`config.mk`:
```
export PLATFORM = sky130hd
export DESIGN_NAME = move_queue_ctrl
export DESIGN_NICKNAME = d
export VERILOG_FILES = /design/src/rtl/move_queue_ctrl_pkg.sv /design/src/rtl/move_queue_ctrl_toggle_edge_detect.sv /design/src/rtl/move_queue_ctrl.sv
export SDC_FILE = /design/constraint.sdc
export NUM_CORES = 1
export LEC_CHECK = 0
export ABC_AREA = 1
export ABC_CLOCK_PERIOD_IN_PS = 2600
export CAP_MARGIN = 20
export CORE_ASPECT_RATIO = 1.1
export CORE_MARGIN = 2
export CORE_UTILIZATION = 41
export CTS_BUF_LIST = sky130_fd_sc_hd__clkbuf_4
export DETAILED_ROUTE_END_ITERATION = 10
export GPL_ROUTABILITY_DRIVEN = 0
export GPL_TIMING_DRIVEN = 0
export PLACE_DENSITY = 0.78
export SYNTH_ARGS = -nofsm -noshare
export SYNTH_HDL_FRONTEND = slang
export SYNTH_HIERARCHICAL = 1
export SYNTH_SLANG_ARGS = --single-unit
export TNS_END_PERCENT = 10
```
`constraint.sdc`:
```
create_clock -name clk -period 2.6 [get_ports clk]
set_input_delay 0.78 -clock clk [delete_from_list [all_inputs] [get_ports clk]]
set_output_delay 0.78 -clock clk [all_outputs]
set_load 0.02 [all_outputs]
```
`src/rtl/move_queue_ctrl_pkg.sv`:
```
// move_queue_ctrl_pkg: shared state encoding and abort length for the move queue controller.
package move_queue_ctrl_pkg;
  typedef enum logic [1:0] {IDLE, RUN, ABORT} state_t;
  localparam int ABORT_CYCLES = 2;
endpackage

```
`src/rtl/move_queue_ctrl_toggle_edge_detect.sv`:
```
// toggle_edge_detect: registers a toggle input and pulses for one cycle whenever it changes.
module toggle_edge_detect (
  input  logic clk,
  input  logic resetn,
  input  logic clr,
  input  logic tog,
  output logic pulse
);
  logic tog_q, tog_d;
  always_comb begin
    tog_d = clr ? 1'b0 : tog;
    pulse = tog != tog_q;
  end
  always_ff @(posedge clk) begin
    if (!resetn) tog_q <= 1'b0;
    else tog_q <= tog_d;
  end
endmodule

```
`src/rtl/move_queue_ctrl.sv`:
```
// move_queue_ctrl: feeds moves into the DDA ring buffer, tracks occupancy and coordinates abort.
// Define MOVE_QUEUE_UNDERRUN_EN to add the saturating underrun_count output.
module move_queue_ctrl
  import move_queue_ctrl_pkg::*;
#(
  parameter int buffer_bits        = 2,
  parameter int buffer_size        = 4,
  parameter int move_duration_bits = 32
) (
  input  logic                          clk,
  input  logic                          resetn,
  input  logic                          cmd_valid,
  input  logic [move_duration_bits-1:0] cmd_duration,
  output logic                          cmd_ready,
  input  logic                          abort,
  input  logic                          move_done,
  output logic                          dda_resetn,
  output logic                          wr_en,
  output logic [buffer_bits-1:0]        wr_ind,
  output logic [move_duration_bits-1:0] wr_duration,
  output logic [buffer_size-1:0]        stepready,
  output logic [buffer_bits:0]          occupancy,
  output logic                          empty,
  output logic                          full
`ifdef MOVE_QUEUE_UNDERRUN_EN
  ,
  output logic [7:0]                    underrun_count
`endif
);
  state_t                        state_q, state_d;
  logic [1:0]                    cnt_q, cnt_d;
  logic [buffer_bits:0]          occ_q, occ_d;
  logic [buffer_bits-1:0]        wr_ptr_q, wr_ptr_d, wr_ind_q, wr_ind_d;
  logic [move_duration_bits-1:0] wr_duration_q, wr_duration_d;
  logic                          wr_en_q, wr_en_d;
  logic [buffer_size-1:0]        stepready_q, stepready_d;
  logic                          clr, accept, retire, done_pulse;

  toggle_edge_detect u_done (
    .clk    (clk),
    .resetn (resetn),
    .clr    (clr),
    .tog    (move_done),
    .pulse  (done_pulse)
  );

  // Abort wins over accept and retire; the whole ABORT window keeps the queue cleared
  // so the DDA FSM's toggles coming out of its own reset cannot be miscounted.
  always_comb begin
    clr           = abort || state_q == ABORT;
    full          = occ_q == (buffer_bits+1)'(buffer_size);
    empty         = occ_q == '0;
    cmd_ready     = !full && state_q != ABORT && resetn;
    dda_resetn    = resetn && state_q != ABORT;
    accept        = cmd_valid && cmd_ready && !abort;
    retire        = done_pulse && !empty && !clr;
    occ_d         = clr ? '0 : occ_q + (buffer_bits+1)'(accept) - (buffer_bits+1)'(retire);
    wr_ptr_d      = clr ? '0 : wr_ptr_q + buffer_bits'(accept);
    wr_en_d       = accept;
    wr_ind_d      = clr ? '0 : accept ? wr_ptr_q : wr_ind_q;
    wr_duration_d = clr ? '0 : accept ? cmd_duration : wr_duration_q;
    stepready_d   = clr ? '0 : stepready_q ^ (buffer_size'(wr_en_q) << wr_ind_q);
    cnt_d         = (state_q == ABORT && !abort) ? cnt_q + 2'd1 : 2'd0;
    state_d       = abort ? ABORT
                  : state_q == ABORT ? (cnt_q == 2'(ABORT_CYCLES-1) ? IDLE : ABORT)
                  : occ_d != '0 ? RUN : IDLE;
  end

  always_ff @(posedge clk) begin
    if (!resetn) begin
      state_q       <= IDLE;
      cnt_q         <= '0;
      occ_q         <= '0;
      wr_ptr_q      <= '0;
      wr_ind_q      <= '0;
      wr_duration_q <= '0;
      wr_en_q       <= 1'b0;
      stepready_q   <= '0;
    end else begin
      state_q       <= state_d;
      cnt_q         <= cnt_d;
      occ_q         <= occ_d;
      wr_ptr_q      <= wr_ptr_d;
      wr_ind_q      <= wr_ind_d;
      wr_duration_q <= wr_duration_d;
      wr_en_q       <= wr_en_d;
      stepready_q   <= stepready_d;
    end
  end

  assign occupancy   = occ_q;
  assign wr_en       = wr_en_q;
  assign wr_ind      = wr_ind_q;
  assign wr_duration = wr_duration_q;
  assign stepready   = stepready_q;

`ifdef MOVE_QUEUE_UNDERRUN_EN
  logic [7:0] und_q, und_d;
  always_comb begin
    und_d = (retire && occ_q == (buffer_bits+1)'(1) && !accept && und_q != 8'hff) ? und_q + 8'd1 : und_q;
  end
  always_ff @(posedge clk) begin
    if (!resetn) und_q <= '0;
    else und_q <= und_d;
  end
  assign underrun_count = und_q;
`endif
endmodule

```
# Word level (Yosys, flattened, before mapping)

Index checks and enable logic that the tools add are counted.
Widths: inputs -> output; s select.

RAM bits: 0
Register bits: 49
Input bits: 37
ROM bits: 0
Bits in latches: 0
Output and inout port bits: 46
Word-level logic and storage cells: 45
Memories: 0

Div/mod/pow operators: 0
Equal/unequal tests: 5
$add $sub $neg: 4
Mux-type cells: 5
Reduce and logical (&&, ||, !) cells: 18
Multipliers: 0
Shift-type cells: 1
Bitwise logic cells: 2
Magnitude comparators: 0

Operators by type and width:

| operator            | number |
|---|---|
| $logic_and 1x1->1   | 8 |
| $mux 2              | 3 |
| $logic_not 1->1     | 4 |
| $reduce_or 2->1     | 2 |
| $shl 1x2->4         | 1 |
| $xor 4x4->4         | 1 |
| $add 3x1->3         | 1 |
| $eq 3x3->1 const B  | 1 |
| $logic_not 3->1     | 1 |
| $mux 3              | 1 |
| $reduce_bool 3->1   | 1 |
| $sub 3x1->3         | 1 |
| $add 2x1->2         | 1 |
| $add 2x1->2 const B | 1 |
| $eq 2x1->1 const B  | 1 |
| $eq 2x2->1 const B  | 1 |
| $ne 2x2->1 const B  | 1 |
| $reduce_and 2->1    | 1 |
| $logic_or 1x1->1    | 1 |
| $mux 1              | 1 |
| $ne 1x1->1          | 1 |
| $not 1->1           | 1 |

# Longest topological paths before layout

Depth in word-level cells: 13
Mapped depth: 16
Depth with buffers taken out: 16

# Modules after synthesis

The synthesis kept the hierarchy.

Modules (own cells, without submodules):

| module             | times used | seq. area each (um^2) | area each (um^2) | cells each |
|---|---|---|---|---|
| move_queue_ctrl    | 1          | 960.9                 | 2,192.1          | 307 |
| toggle_edge_detect | 1          | 20.0                  | 46.3             | 8 |

# Worst setup path after synthesis

Ideal clock, no wire load.

Path type: input port to flip-flop
Start: input resetn
End: register state_q[0]
Setup time: 109 ps
Buffers on the path: 1
Data arrival time: 2,645 ps
Cell stages on the path: 14
Slack: -154 ps
Required time: 2,491 ps
Cell sequence: inv_2 a21oi_2 nand3_1 buf_2 ha_1 inv_1 ha_1 inv_1 fa_1 inv_1 nor2_1 nand3_1 nand2_1 inv_1

Cells in the longest elaborated chain, start to end: 9
Elaborated cells on any way between the ends: 11
Classes of those cells: 2 x add/sub; 3 x mux; 1 x bitwise; 5 x reduce/logical

Ends and longest elaborated chain:

| item                           | line                  | RTL |
|---|---|---|
| start: declaration             | move_queue_ctrl.sv:11 | `input logic resetn,` |
| $logic_and 1x1->1              | move_queue_ctrl.sv:53 | `cmd_ready = !full && state_q != ABORT && resetn;` |
| $logic_and 1x1->1 (2 in a row) | move_queue_ctrl.sv:55 | `accept = cmd_valid && cmd_ready && !abort;` |
| $add 3x1->3                    | move_queue_ctrl.sv:57 | `occ_d = clr ? '0 : occ_q + (buffer_bits+1)'(accept) - (buffer_bits+1)'(retire);` |
| $sub 3x1->3                    | move_queue_ctrl.sv:57 |  |
| $mux 3                         | move_queue_ctrl.sv:57 |  |
| $reduce_bool 3->1              | move_queue_ctrl.sv:66 | `: occ_d != '0 ? RUN : IDLE;` |
| $mux 1                         | move_queue_ctrl.sv:66 |  |
| $mux 2                         | move_queue_ctrl.sv:65 | `: state_q == ABORT ? (cnt_q == 2'(ABORT_CYCLES-1) ? IDLE : ABORT)` |
| end signal: assignment         | move_queue_ctrl.sv:80 | `state_q <= state_d;` |
| end: declaration               | move_queue_ctrl.sv:30 | `state_t state_q, state_d;` |

Several ways; a longest one is shown, not always the timed one.
A chain may end at the register's enable or synchronous reset.

# Worst setup path after layout

Start: register occ_q[1] (netlist: occupancy[1])
End: output cmd_ready

Cells in the longest elaborated chain, start to end: 4

Ends and longest elaborated chain:

| item                           | line                  | RTL |
|---|---|---|
| start: declaration             | move_queue_ctrl.sv:32 | `logic [buffer_bits:0] occ_q, occ_d;` |
| start signal: assignment       | move_queue_ctrl.sv:73 | `occ_q <= '0;` |
| start signal: assignment       | move_queue_ctrl.sv:82 | `occ_q <= occ_d;` |
| $eq 3x3->1                     | move_queue_ctrl.sv:51 | `full = occ_q == (buffer_bits+1)'(buffer_size);` |
| $logic_not 1->1                | move_queue_ctrl.sv:53 |  |
| $logic_and 1x1->1 (2 in a row) | move_queue_ctrl.sv:53 |  |
| end: declaration               | move_queue_ctrl.sv:14 | `output logic cmd_ready,` |

No other way between the ends.

==> results.py <==
metrics = {
    "sta": {
        "hold_slack_ns": 0.4312,
        "period_needed_ns": 2.445,
        "timing.setup.tns_ns": 0,
        "grt_setup_unrepaired": "false",
        "maxSlewViolCount": 0,
        "timing.clock.skew_ns": 0.01593,
        "measured_slew_at_the_worst_slew_check_pin_ns": 0.4740,
        "final_number_of_hold_violating_endpoints": 0,
        "fin_crit_sh": 0.9404,
        "report.final.setup_viol": 0,
        "max_freq_mhz": 409.0,
        "timing.max_slew.rel_slack": 0.6840,
    },
    "clocking": {
        "numClockSinks": 49,
        "cts_inserted_buffers": 5,
        "clk_pin_slew_worst_paths_ns": 0.13,
        "insertion_delay_ns": 0.37,
        "tritoncts": "yes",
        "cts_hold_buffers": 0,
        "root_buffer_selected_by_cts": "clkbuf_4",
        "cts_htree_levels": 2,
        "max-clock-path-buffers": 2,
    },
    "global_route": {
        "globalRouteTotalUtil": 0.1732,
        "grt_antenna_before_repair": 0,
        "pin_count_of_the_biggest_net_entering_global_routing": 16,
        "first_pass_grt_wire_length_um": 8169,
        "grt_remaining_overflow": 0,
        "first_global_vias": 1931,
    },
    "route": {
        "routedWlPerCell_um": 10.53,
        "first_iter_violations": 68,
        "ant_nets": 0,
        "first_pass_iters": 4,
        "wl_final_um": 5055,
        "detailroute.via_count": 2088,
        "drc_violations_left": 0,
        "vias_per_cell": 4.350,
    },
    "synth": {
        "post_synth_num_cell_types": 21,
        "postSynthAreaPerCell_sq_um": 7.106,
        "synth_async_sr_flop_share": 0,
        "synth_ff_type": "dfxtp_1",
        "synth-seq-area-share": 0.4382,
        "yosys_warnings": 6,
        "yosys_register_bits": 49,
        "synth_enable_flop_cells": 0,
        "synth_area_sq_um": 2238,
        "cells_after_synth": 315,
        "synth.net_count": 357,
    },
    "floorplanning": {
        "fp-row-count": 28,
        "pin_count": 83,
        "floorplan.initialDensity": 0.4203,
        "design.core.area_sq_um": 5325,
        "die_width_um": 74.45,
        "fp.dieArea_sq_um": 6067,
        "die_height_um": 81.50,
    },
    "worst_setup_path": {
        "cp-end-kind": "output pin",
        "worstSetupStartpointType": "register",
        "critical_path_type": "reg -> out",
        "critical_path.max_fanout": 10,
        "required_ns": 1.82,
        "critical_path_arrival_ns": 1.67,
    },
    "final_layout": {
        "syn_to_final_growth_pct": 48.18,
        "final_area_sq_um": 3317,
        "final_nets": 446,
        "final_layout_size_suffix_gt1_frac": 0.1210,
        "postLayoutCoreUtil": 0.6229,
        "num_antenna_cells": 0,
        "n_fill_cell": 489,
    },
    "pwr": {
        "power.static_leakage_uw": 0.001383,
        "worst_vdd_rail_ir_drop_mv": 0.3640,
        "total_power_uw": 1526,
        "power.density_nw_per_um2": 460.0,
    },
    "outcome": {
        "status": "completed",
    },
    "placed_design": {
        "placed_area_sq_um": 3191,
        "portBuffers": 81,
        "detailedPlacementHpwl_um": 3813,
    },
    "hold_path": {
        "hp-class": "reg -> reg",
    },
    "job": {
        "max_cap_violation_count": 0,
    },
}
-- metrics by stage --
step / worst slack (ns) / std cells
2_1_floorplan: 0.02056 / 315
3_3_place_gp: -0.4954 / 471
3_5_place_dp: -0.5112 / 471
4_1_cts: -0.1076 / 479
5_1_grt: 0.04840 / 480
6_report: 0.1549 / 480
-- report_power, final --
part | internal (uW) | switching [uW]
Clock | 298 | 242
Sequential | 765 | 8.71
Combinational | 109 | 103
-- cells in the mapped netlist, types with 3 or more instances --
cell type	count	area, sq um
a21oi_1	20	100.1
a21oi_2	12	105.1
buf_2	5	25.02
buf_4	4	30.03
buf_6	3	33.78
clkbuf_1	3	11.26
dfxtp_1	49	980.9
ha_1	4	50.05
inv_1	83	311.6
inv_2	3	11.26
nand2_1	56	210.2
nand3_1	33	165.2
nor2_1	21	78.83
nor3_1	9	45.04
o21ai_0	4	20.02
-- placed cells by master (no fill, tap or decap), drive strengths merged, types with 3 or more instances in the layout --
cell type	count
ha	4
clkdlybuf4s50	75
o21ai	4
nand3	33
clkbuf	8
nor3	9
nand2	58
a21oi	32
nor2	22
buf	14
inv	86
dlymetal6s2s	3
dfxtp	49
-- cells by family (layout without fill, tap and decap cells) --
logic type / count (synthesis) / in the layout / synth area share
flip-flops: 49 / 49 / 0.4382
buffers and inverters: 101 / 191 / 0.1889
AO/OA/AOI/OAI: 37 / 37 / 0.1040
XOR/XNOR: 1 / 1 / 0.003914
adder cells (fa/ha/maj): 5 / 5 / 0.03130
AND/OR/NAND/NOR: 122 / 122 / 0.2337
-- worst paths after layout --
check	end	cells past startpoint	startpoint	slack [ns]
hold reg to reg	cnt_q[0]$_SDFF_PN0_	1	cnt_q[0]$_SDFF_PN0_	0.43
setup / recovery	cmd_ready	7	occupancy[1]$_SDFF_PN0_	0.15
setup reg to reg	state_q[0]$_SDFF_PP0_	16	state_q[0]$_SDFF_PP0_	0.37
hold / removal	cnt_q[0]$_SDFF_PN0_	1	cnt_q[0]$_SDFF_PN0_	0.43
-- flip-flops by register name, summed over array words and instances, names as in the netlist --
name,cells
cnt_q,2
occupancy,3
state_q,2
stepready,4
u_done/tog_q,1
wr_duration,32
wr_en,1
wr_ind,2
wr_ptr_q,2
-- routing by layer --
metal  up-vias  GRT usage  part of all wire
met3         8    0.05521             0.064
met4         0    0.05893             0.015
li1       1119          -                 -
met1       909     0.1966              0.45
met5         -          0                 0
met2        52     0.3044              0.47
-- worst max-delay path: stages (launching register included) --
cell and delay, ns:
dfxtp_2 0.40, nor2_1 0.06, nand2_1 0.11, buf_6 0.17, buf_6 0.16, inv_1 0.06
nor3_1 0.15, buf_2 0.20
-- area by class of cell --
| cell class | count | area, sq um | area share |
|---|---|---|---|
| Clock buffer | 5 | 37.54 | 0.01132 |
| Buffer | 15 | 121.4 | 0.03659 |
| Tap cell | 75 | 93.84 | 0.02829 |
| Inverter | 86 | 322.8 | 0.09732 |
| Sequential cell | 49 | 983.4 | 0.2965 |
| Timing Repair Buffer | 82 | 818.3 | 0.2467 |
| Clock inverter | 3 | 65.06 | 0.01962 |
| Multi-Input combinational cell | 165 | 874.6 | 0.2637 |
-- what timing repair did --
action,in CTS,in global routing
setup buffers,0,1
pin swaps,0,2
hold endpoints to repair,0,0
setup endpoints to repair,4,5
resized for setup,7,10
No activity file was read; power rests on OpenSTA's default activity.
